**src/rtl/branch_unit_if.sv**
```systemverilog
// Operand/result bundle between the operand buses, the sequencer and branch_unit.
// Issue: the unit accepts valid_in only on an edge where flush is low; each accepted issue returns one valid_out pulse two cycles later.
interface branch_unit_if #(
  parameter int WIDTH     = 8,
  parameter int CNT_WIDTH = 8
);
  logic                 valid_in;
  logic [2:0]           mode;
  logic [WIDTH-1:0]     a;
  logic [WIDTH-1:0]     b;
  logic                 flush;
  logic                 cnt_load;
  logic [CNT_WIDTH-1:0] cnt_value;
  logic                 valid_out;
  logic                 taken;
  logic                 eq;
  logic                 lt;
  logic                 ltu;
  logic [CNT_WIDTH-1:0] cnt_out;

  modport master (
    output valid_in, mode, a, b, flush, cnt_load, cnt_value,
    input  valid_out, taken, eq, lt, ltu, cnt_out
  );

  modport slave (
    input  valid_in, mode, a, b, flush, cnt_load, cnt_value,
    output valid_out, taken, eq, lt, ltu, cnt_out
  );
endinterface

```
**src/rtl/branch_unit.sv**
```systemverilog
// branch_unit: two-stage branch-condition evaluator with an optional hardware loop counter.
// Define BRANCH_UNIT_LOOP_EN to build the loop counter, cnt_load/cnt_value and DJNZ mode.
module branch_unit #(
  parameter int WIDTH     = 8,
  parameter int CNT_WIDTH = 8
) (
  input logic          clock,
  input logic          reset,
  branch_unit_if.slave bus
);
  localparam logic [2:0] MODE_EQ     = 3'b000;
  localparam logic [2:0] MODE_NE     = 3'b001;
  localparam logic [2:0] MODE_LT     = 3'b010;
  localparam logic [2:0] MODE_GE     = 3'b011;
  localparam logic [2:0] MODE_LTU    = 3'b100;
  localparam logic [2:0] MODE_GEU    = 3'b101;
  localparam logic [2:0] MODE_DJNZ   = 3'b110;
  localparam logic [2:0] MODE_ALWAYS = 3'b111;

  logic             s1_valid_q;
  logic [WIDTH-1:0] a_q;
  logic [WIDTH-1:0] b_q;
  logic [2:0]       mode_q;
  logic             s1_accept;
  logic             s2_fire;

  logic valid_out_q, taken_q, eq_q, lt_q, ltu_q;
  logic eq_d, lt_d, ltu_d, taken_d, djnz_taken;

  assign s1_accept = bus.valid_in & ~bus.flush;
  assign s2_fire   = s1_valid_q & ~bus.flush;

  always_ff @(posedge clock or posedge reset) begin
    if (reset) begin
      s1_valid_q <= 1'b0;
      a_q        <= '0;
      b_q        <= '0;
      mode_q     <= MODE_EQ;
    end else begin
      s1_valid_q <= s1_accept;
      if (s1_accept) begin
        a_q    <= bus.a;
        b_q    <= bus.b;
        mode_q <= bus.mode;
      end
    end
  end

  // Flags are produced for every mode so the PC-select logic can use them freely.
  always_comb begin
    eq_d    = (a_q == b_q);
    lt_d    = ($signed(a_q) < $signed(b_q));
    ltu_d   = (a_q < b_q);
    taken_d = 1'b0;
    case (mode_q)
      MODE_EQ:     taken_d = eq_d;
      MODE_NE:     taken_d = ~eq_d;
      MODE_LT:     taken_d = lt_d;
      MODE_GE:     taken_d = ~lt_d;
      MODE_LTU:    taken_d = ltu_d;
      MODE_GEU:    taken_d = ~ltu_d;
      MODE_DJNZ:   taken_d = djnz_taken;
      MODE_ALWAYS: taken_d = 1'b1;
      default:     taken_d = 1'b0;
    endcase
  end

  always_ff @(posedge clock or posedge reset) begin
    if (reset) begin
      valid_out_q <= 1'b0;
      taken_q     <= 1'b0;
      eq_q        <= 1'b0;
      lt_q        <= 1'b0;
      ltu_q       <= 1'b0;
    end else begin
      valid_out_q <= s2_fire;
      if (s2_fire) begin
        taken_q <= taken_d;
        eq_q    <= eq_d;
        lt_q    <= lt_d;
        ltu_q   <= ltu_d;
      end
    end
  end

`ifdef BRANCH_UNIT_LOOP_EN
  logic [CNT_WIDTH-1:0] cnt_q;
  logic [CNT_WIDTH-1:0] cnt_d;
  logic [CNT_WIDTH-1:0] cnt_dec;

  // DJNZ decides on the pre-edge count; a coincident load overrides the decrement.
  assign cnt_dec    = cnt_q - CNT_WIDTH'(1);
  assign djnz_taken = (cnt_dec != '0);

  always_comb begin
    cnt_d = cnt_q;
    if (bus.cnt_load) begin
      cnt_d = bus.cnt_value;
    end else if (s2_fire && (mode_q == MODE_DJNZ)) begin
      cnt_d = cnt_dec;
    end
  end

  always_ff @(posedge clock or posedge reset) begin
    if (reset) begin
      cnt_q <= '0;
    end else begin
      cnt_q <= cnt_d;
    end
  end

  assign bus.cnt_out = cnt_q;
`else
  logic unused_loop;
  assign unused_loop = ^{bus.cnt_load, bus.cnt_value};
  assign djnz_taken  = 1'b0;
  assign bus.cnt_out = '0;
`endif

  assign bus.valid_out = valid_out_q;
  assign bus.taken     = taken_q;
  assign bus.eq        = eq_q;
  assign bus.lt        = lt_q;
  assign bus.ltu       = ltu_q;
endmodule

```
**src/flat_wrapper.sv**
```systemverilog
// flat-port wrapper written by rule: the top's interface ports become plain ports
module branch_unit_flat 
#(
  parameter int WIDTH     = 8,
  parameter int CNT_WIDTH = 8
)
  (clock, reset, bus_valid_in, bus_mode, bus_a, bus_b, bus_flush, bus_cnt_load, bus_cnt_value, bus_valid_out, bus_taken, bus_eq, bus_lt, bus_ltu, bus_cnt_out);
  branch_unit_if #(.WIDTH(WIDTH), .CNT_WIDTH(CNT_WIDTH)) bus_i ();
  input logic clock;
  input logic reset;
  input wire logic [$bits(bus_i.valid_in)-1:0] bus_valid_in;
  input wire logic [$bits(bus_i.mode)-1:0] bus_mode;
  input wire logic [$bits(bus_i.a)-1:0] bus_a;
  input wire logic [$bits(bus_i.b)-1:0] bus_b;
  input wire logic [$bits(bus_i.flush)-1:0] bus_flush;
  input wire logic [$bits(bus_i.cnt_load)-1:0] bus_cnt_load;
  input wire logic [$bits(bus_i.cnt_value)-1:0] bus_cnt_value;
  output wire logic [$bits(bus_i.valid_out)-1:0] bus_valid_out;
  output wire logic [$bits(bus_i.taken)-1:0] bus_taken;
  output wire logic [$bits(bus_i.eq)-1:0] bus_eq;
  output wire logic [$bits(bus_i.lt)-1:0] bus_lt;
  output wire logic [$bits(bus_i.ltu)-1:0] bus_ltu;
  output wire logic [$bits(bus_i.cnt_out)-1:0] bus_cnt_out;
  assign bus_i.valid_in = bus_valid_in;
  assign bus_i.mode = bus_mode;
  assign bus_i.a = bus_a;
  assign bus_i.b = bus_b;
  assign bus_i.flush = bus_flush;
  assign bus_i.cnt_load = bus_cnt_load;
  assign bus_i.cnt_value = bus_cnt_value;
  assign bus_valid_out = bus_i.valid_out;
  assign bus_taken = bus_i.taken;
  assign bus_eq = bus_i.eq;
  assign bus_lt = bus_i.lt;
  assign bus_ltu = bus_i.ltu;
  assign bus_cnt_out = bus_i.cnt_out;
  branch_unit #(.WIDTH(WIDTH), .CNT_WIDTH(CNT_WIDTH)) u_core (.clock(clock), .reset(reset), .bus(bus_i));
endmodule
```
**config.mk**
```make
export PLATFORM = sky130hd
export DESIGN_NAME = branch_unit_flat
export DESIGN_NICKNAME = d
export VERILOG_FILES = /design/src/rtl/branch_unit_if.sv /design/src/rtl/branch_unit.sv /design/src/flat_wrapper.sv
export SDC_FILE = /design/constraint.sdc
export NUM_CORES = 1
export LEC_CHECK = 0
export BUFFER_PORTS_ARGS = -buffer_cell sky130_fd_sc_hd__buf_4
export CORE_ASPECT_RATIO = 0.9
export CORE_MARGIN = 2
export CORE_UTILIZATION = 49
export CTS_BUF_LIST = sky130_fd_sc_hd__clkbuf_16
export CTS_CLUSTER_DIAMETER = 200
export DETAILED_ROUTE_END_ITERATION = 8
export PLACE_DENSITY = 0.79
export SLEW_MARGIN = 15
export SYNTH_ARGS = -nofsm -noshare
export SYNTH_HDL_FRONTEND = slang
export SYNTH_SLANG_ARGS = --single-unit
export TNS_END_PERCENT = 50
```
**constraint.sdc**
```tcl
create_clock -name clock -period 2 [get_ports clock]
set_clock_uncertainty 0.05 [all_clocks]
set_input_delay 0.4 -clock clock [delete_from_list [all_inputs] [get_ports clock]]
set_output_delay 0.4 -clock clock [all_outputs]
set_load 0.005 [all_outputs]
```
Word level (Yosys, flattened, before mapping)
Cells that the tools add are included.
Word-level totals
  output and inout port bits: 13
  logic and storage cells: 27
  bits in registers: 25
  input port bits: 32
Cells by class
  reduce and logical (&&, ||, !) cells: 1
  muxes and demuxes: 1
  equal/unequal tests: 8
  bitwise gates (word level): 6
  order comparisons: 2
Operators with widths (number)
  less-than comparator 8 bit: 2
  equality test 3 bit, second input constant: 4
  equality test 8 bit: 1
  case mux 1 bit (8 select lines): 1
  equality test 3 x 2 -> 1 bit, second input constant: 2
  NOT 1 bit: 4
  equality test 3 x 1 -> 1 bit, second input constant: 1
  logical NOT 3 bit: 1
  bitwise AND 1 bit: 2

Logic depth before layout (Yosys ltp)
Gate-level depths: netlist of run 1.
  word-level depth: 3
  gate-level depth with buffers: 8
  gate-level depth less buffers: 7

Least setup slack after synthesis of run 1
OpenSTA, ideal clock, no wires.
  path type: register -> register
  from: register u_core.a_q[1]
  to: register u_core.taken_q, in the netlist u_core.bus.taken
  path buffers: 0
  setup time: 0.082 ns
  cell stages (with the launch flop): 7
  setup slack: 0.386 ns
  data required time: 1.868 ns
  arrival time: 1.482 ns
  clock period less this slack: 1.614 ns
  path through: dfrtp_1 > ha_1 > nor2b_4 > o211ai_2 > a21oi_2 > or3_1 > a31oi_1
On the way
  cells in the longest elaborated chain, start to end: 3
  elaborated cells on any way between the ends: 7
  those cells by class: order compare: 2; eq/ne: 1; mux: 1; bitwise: 3
RTL lines
  start: declaration: line branch_unit.sv:21  | logic [WIDTH-1:0] a_q;
  start signal: assignment: line branch_unit.sv:42  | a_q <= bus.a;
  less-than comparator 8 bit (tied with other cells): line branch_unit.sv:53  | ltu_d = (a_q < b_q);
  NOT 1 bit (on tied branches): line branch_unit.sv:61, branch_unit.sv:57, branch_unit.sv:59
  case mux 1 bit (8 select lines) *: line branch_unit.sv:55  | case (mode_q)
  end signal: assignment: line branch_unit.sv:78  | taken_q <= taken_d;
  end: declaration: line branch_unit.sv:27  | logic valid_out_q, taken_q, eq_q, lt_q, ltu_q;
Mark *: on every way between the ends. The rest lies on a longest branch, timed or not.
A chain may end at the register's enable or synchronous reset.

Final worst setup path of run 1
Ends and elaborated chain as after synthesis.

==> impl_results.md, run 1 <==
* Synth-to-layout area growth at 21.2%
* Number of buffers added on ports at 27
* Cell Area, Placed at 1470 um^2
* Cell count after placement at 171
* DR iter-0 viols at 10
* Final instance area at 1550 um^2
* Sequential area share after synthesis at 49.0%
* Library cells used by synthesis at 28
* HPWL after DPL at 1550 um
* CP required at 2.12 ns
* Routed wire length at 2000 um
* Die Span X at 57.8 um
* GRT Util Overall at 15.8%
* Setup WS post-layout at 0.294 ns
* Vias in the first global route at 862
* Worst setup EP type: register
* Max VDD drop at 0.604 mV
* First-pass GRT wire length at 3620 um
* Die Span Y at 52.4 um
* DR DRC count at 0
* Reg2Reg Setup Slack at 0.29 ns
* Period utilisation layout at 85.3%
* Clock transition at the registers of the reported paths at 0.06 ns
* Rows at 17
* Hold Crit Class: in2async
* Routed vias at 887
* RD Place Congestion at 0.720
* Initial core utilization at 51.8%
* CP Class: reg2reg
* Longest Clk Path Bufs at 2
* Setup TNS at 0 ns
* DR pass1 iterations at 4
* RSZ-0062 raised after global routing: no
* Mapped Area at 1280 um^2
* CTS Sinks at 25
* Antenna Nets Post-Route at 0
* Run status: complete, no violations
* Final Hold Viols at 0
* Post-CTS Resized at 0
* Layout Nets at 188
* Synth warnings at 0
* CP arrival at 1.83 ns
* Worst-Skew Late Latency at 0.25 ns
* Core Region at 2470 um^2
* Fin. max-slew vios at 0
* Max Fanout on Critical Path at 4
* Synth Instances at 120
* N_diodes at 0
* I/O Pins at 45
* Seq cells post-synth at 25
* Finished Layout Cells at 175
* DR vias/cell at 5.07
* Max cap viols at 0
* Static Leak at 0.754 nW
* Die area at 3030 um^2
* Placement Setup Slack at 0.297 ns
* Htree depth at 1
* Layout cell share with drive strength beyond 1 at 33.3%
* Initial antenna violation count at 0
* Total gr overflow at 0
* Hold buffers post-CTS at 0
* Crit start category: register
* TritonCTS buffer count at 3
* Root Buffer: clkbuf_16
* PD cells at 898 nW/um^2
* CTS tree: done
* Final Setup Violations at 0
* Fin crit period at 1.71 ns
* # fillers at 211
* Buffer count from post-CTS setup fixing at 0
* F_max at 586 MHz
* Routed length per instance at 11.4 um
* Syn avg cell area at 10.6 um^2
* Largest net degree at the start of global routing at 29
-- critical path, cell delays in order (launching register included) --
cell and delay, ns:
dfrtp_1 0.39, ha_1 0.29, nor2b_4 0.13, o211ai_2 0.14, a21oi_2 0.09, or3_1 0.37
a31oi_1 0.16
-- layer usage --
layer	routed length, um	track usage [%]	share of wire [%]	vias to the layer above
met1	921	19.8	46	416
li1	-	-	-	446
met2	951	26.5	48	23
met4	10	5.81	0.50	0
met5	0	0	0	-
met3	112	3.95	5.6	2
-- flip-flops by register name, summed over array words and instances (netlist names) --
| name | flops |
|---|---|
| u_core.a_q | 8 |
| u_core.b_q | 8 |
| u_core.bus.eq | 1 |
| u_core.bus.lt | 1 |
| u_core.bus.ltu | 1 |
| u_core.bus.taken | 1 |
| u_core.bus.valid_out | 1 |
| u_core.mode_q | 3 |
| u_core.s1_valid_q | 1 |
-- final timing paths --
path	startpoint	to	depth (start not counted)
worst max-delay path	u_core.a_q[1]	u_core.bus.taken	6
worst min-delay path	reset	u_core.b_q[1]	3
worst max register to register	u_core.a_q[1]	u_core.bus.taken	6
worst min register to register	u_core.bus.eq	u_core.bus.eq	2
max in group asynchronous	reset	u_core.mode_q[0]	3
min in group clock	bus_b[1]	u_core.b_q[1]	3
-- through the flow --
| stage | hold slack [ns] | util, % | power [mW] |
|---|---|---|---|
| after floorplan | 0.377 | - | 0.881 |
| after CTS | 0.152 | 62.7 | 1.40 |
| after global placement | 0.410 | 59.5 | 0.961 |
| after global routing | 0.193 | 62.7 | 1.48 |
| final | 0.142 | 62.7 | 1.39 |
| after detailed placement | 0.423 | 59.5 | 0.978 |
-- cells by family after synthesis --
kind of cell	synth area share (%)
AOI/OAI and AO/OA	12.6
adders and majority gates	7.84
buffers and inverters	9.99
DFF	49.0
muxes	9.70
other	0.294
and+or+nand+nor	10.6
-- Yosys cell counts, drive strengths merged --
cell type	number	share of area (%)
conb	1	0.29
o22ai	2	0.98
nor2	3	0.88
o211ai	1	0.98
o31ai	2	1.2
o21a	1	0.59
nand2	14	4.1
o21ai	9	3.5
inv	10	2.9
buf	11	6.4
or3	1	0.49
a211oi	2	1.2
dfrtp	25	49
nor2b	3	2.1
nand4	2	0.98
a21oi	6	3.2
a31oi	2	0.98
mux2	11	9.7
clkbuf	2	0.68
or4	1	0.59
nand2b	3	1.5
ha	8	7.8
-- cells in the final DEF, fill, tap and decap left out, drive strengths merged, types with 2 or more instances in the layout --
cell type / instances
buf: 29
dfrtp: 25
nand2: 14
inv: 11
mux2: 11
o21ai: 9
ha: 8
conb: 8
a21oi: 6
nand2b: 3
nor2: 3
clkbuf: 3
nor2b: 3
nand4: 2
a211oi: 2
o22ai: 2
a31oi: 2
o31ai: 2
-- final cells by class --
cell class | instances | area [um^2] | share of cell area [%]
Clock inverter | 1 | 3.75 | 0.243
Inverter | 10 | 37.5 | 2.43
Multi-Input combinational cell | 79 | 553 | 35.7
Clock buffer | 3 | 75.1 | 4.85
Sequential cell | 25 | 626 | 40.4
Timing Repair Buffer | 29 | 218 | 14.1
Tap cell | 28 | 35.0 | 2.26
-- report_power, final --
part | internal, mW | switching, mW | leakage, nW | total (mW)
Combinational | 0.180 | 0.157 | 0.408 | 0.337
Sequential | 0.582 | 0.0464 | 0.304 | 0.628
Clock | 0.266 | 0.157 | 0.0423 | 0.424
Total | 1.03 | 0.361 | 0.754 | 1.39
Note: power is estimated with default switching activity, not from simulation.
==> run 2: changes to the inputs <==
BUFFER_PORTS_ARGS = -buffer_cell sky130_fd_sc_hd__buf_2   (was -buffer_cell sky130_fd_sc_hd__buf_4)
PLACE_DENSITY = 0.82   (was 0.79)
==> impl_results.md, run 2 (synthesis results as in run 1) <==
* TritonCTS buffer count at 3
* Final Setup Violations at 0
* Die Span X at 57.8 um
* DR vias/cell at 5.13
* Reg-to-Reg Start: u_core.b_q[7]
* # fillers at 217
* Longest Clk Path Bufs at 2
* Crit start category: register
* Hold Crit Class: in2async
* Period utilisation layout at 86.2%
* Clock transition at the registers of the reported paths at 0.06 ns
* Synth-to-layout area growth at 15.9%
* Setup TNS at 0 ns
* F_max at 580 MHz
* Setup WS post-layout at 0.275 ns
* Fin crit period at 1.72 ns
* RSZ-0062 raised after global routing: no
* Max Fanout on Critical Path at 8
* CP Class: reg2reg
* Hold buffers post-CTS at 0
* CP arrival at 1.86 ns
* Placement Setup Slack at 0.295 ns
* DR DRC count at 0
* Core Region at 2470 um^2
* Htree depth at 1
* HPWL after DPL at 1600 um
* Footprint of the multi-input gates at 553 um^2
* Routed vias at 898
* PD cells at 931 nW/um^2
* Post-CTS Resized at 0
* Largest registers: u_core.a_q (8), u_core.b_q (8), u_core.mode_q (3)
* Static Leak at 0.733 nW
* First-pass GRT wire length at 3650 um
* Total gr overflow at 0
* I/O Pins at 45
* Final Power at 1.38 mW
* Worst setup path startpoint: u_core.b_q[7]
* Die Span Y at 52.4 um
* Vias in the first global route at 859
* Final Hold Viols at 0
* Max VDD drop at 0.768 mV
* Commonest non-fill, non-tap cell in the layout: buf_2
* Initial antenna violation count at 0
* Root Buffer: clkbuf_16
* Layout Nets at 188
* Fin. max-slew vios at 0
* Layout cell share with drive strength beyond 1 at 33.3%
* Run status: complete, no violations
* N_diodes at 0
* Most frequent cells in the layout: buf_2, dfrtp_1, nand2_1
* Rows at 17
* Buffer count from post-CTS setup fixing at 0
* GRT Util Overall at 16.4%
* CTS Sinks at 25
* CP required at 2.13 ns
* Number of buffers added on ports at 27
* RD Place Congestion at 0.798
* Initial core utilization at 51.8%
* Routed wire length at 2090 um
* Die area at 3030 um^2
* CTS tree: done
* DR iter-0 viols at 10
* Antenna Nets Post-Route at 0
* Worst-Skew Late Latency at 0.26 ns
* DR pass1 iterations at 4
* Worst setup EP type: register
* Largest net degree at the start of global routing at 29
* Routed length per instance at 11.9 um
* FF/Latch Area at 626 um^2
* Max cap viols at 0
==> run 2: cell counts in the layout (fill, tap and decap cells not counted) <==
No cell type changed its count.
==> run 2: routing by layer <==
metal / vias up / wire [um] / global-route usage (%)
met4: 0 / 27 / 6.98
met1: 414 / 940 / 18.9
li1: 451 / - / -
met5: - / 0 / 0
met3: 4 / 123 / 5.19
met2: 29 / 995 / 28.0
==> run 2: power breakdown <==
group	switching (mW)	total (mW)	internal, mW	leakage [nW]
clock	0.166	0.433	0.267	0.0423
combinational	0.158	0.316	0.158	0.387
sequential	0.0467	0.629	0.582	0.304
total	0.371	1.38	1.01	0.733
==> run 2: stage by stage <==
step | area (um^2) | utilization [%] | hold slack [ns] | std cells
3_5_place_dp | 1400 | 56.8 | 0.413 | 171
2_1_floorplan | 1300 | - | 0.377 | 127
6_report | 1480 | 60.0 | 0.123 | 175
5_1_grt | 1480 | 60.0 | 0.169 | 175
4_1_cts | 1480 | 60.0 | 0.140 | 175
3_3_place_gp | 1400 | 56.8 | 0.404 | 171
==> run 2: final timing paths <==
check,slack [ns],end,cells after the start
max,0.28,u_core.bus.taken,6
min,0.12,u_core.b_q[2],3
max reg2reg,0.28,u_core.bus.taken,6
min reg2reg,0.42,u_core.bus.eq,2
max in group asynchronous,1.53,u_core.b_q[3],3
min in group clock,0.29,u_core.b_q[7],3
==> run 2: cell type report <==
cell class | count | area share (%)
tap | 28 | 2.37
timing repair buffer | 29 | 10.1
sequential | 25 | 42.3
inverter | 10 | 2.54
clock buffer | 3 | 5.07
multi-input combinational | 79 | 37.4
clock inverter | 1 | 0.254
==> run 2: critical path, stage by stage (launching register included) <==
cell,delay (ns)
dfrtp_1,0.33
inv_1,0.05
ha_1,0.40
a21oi_2,0.14
o21ai_1,0.14
or3_1,0.37
a31oi_1,0.16
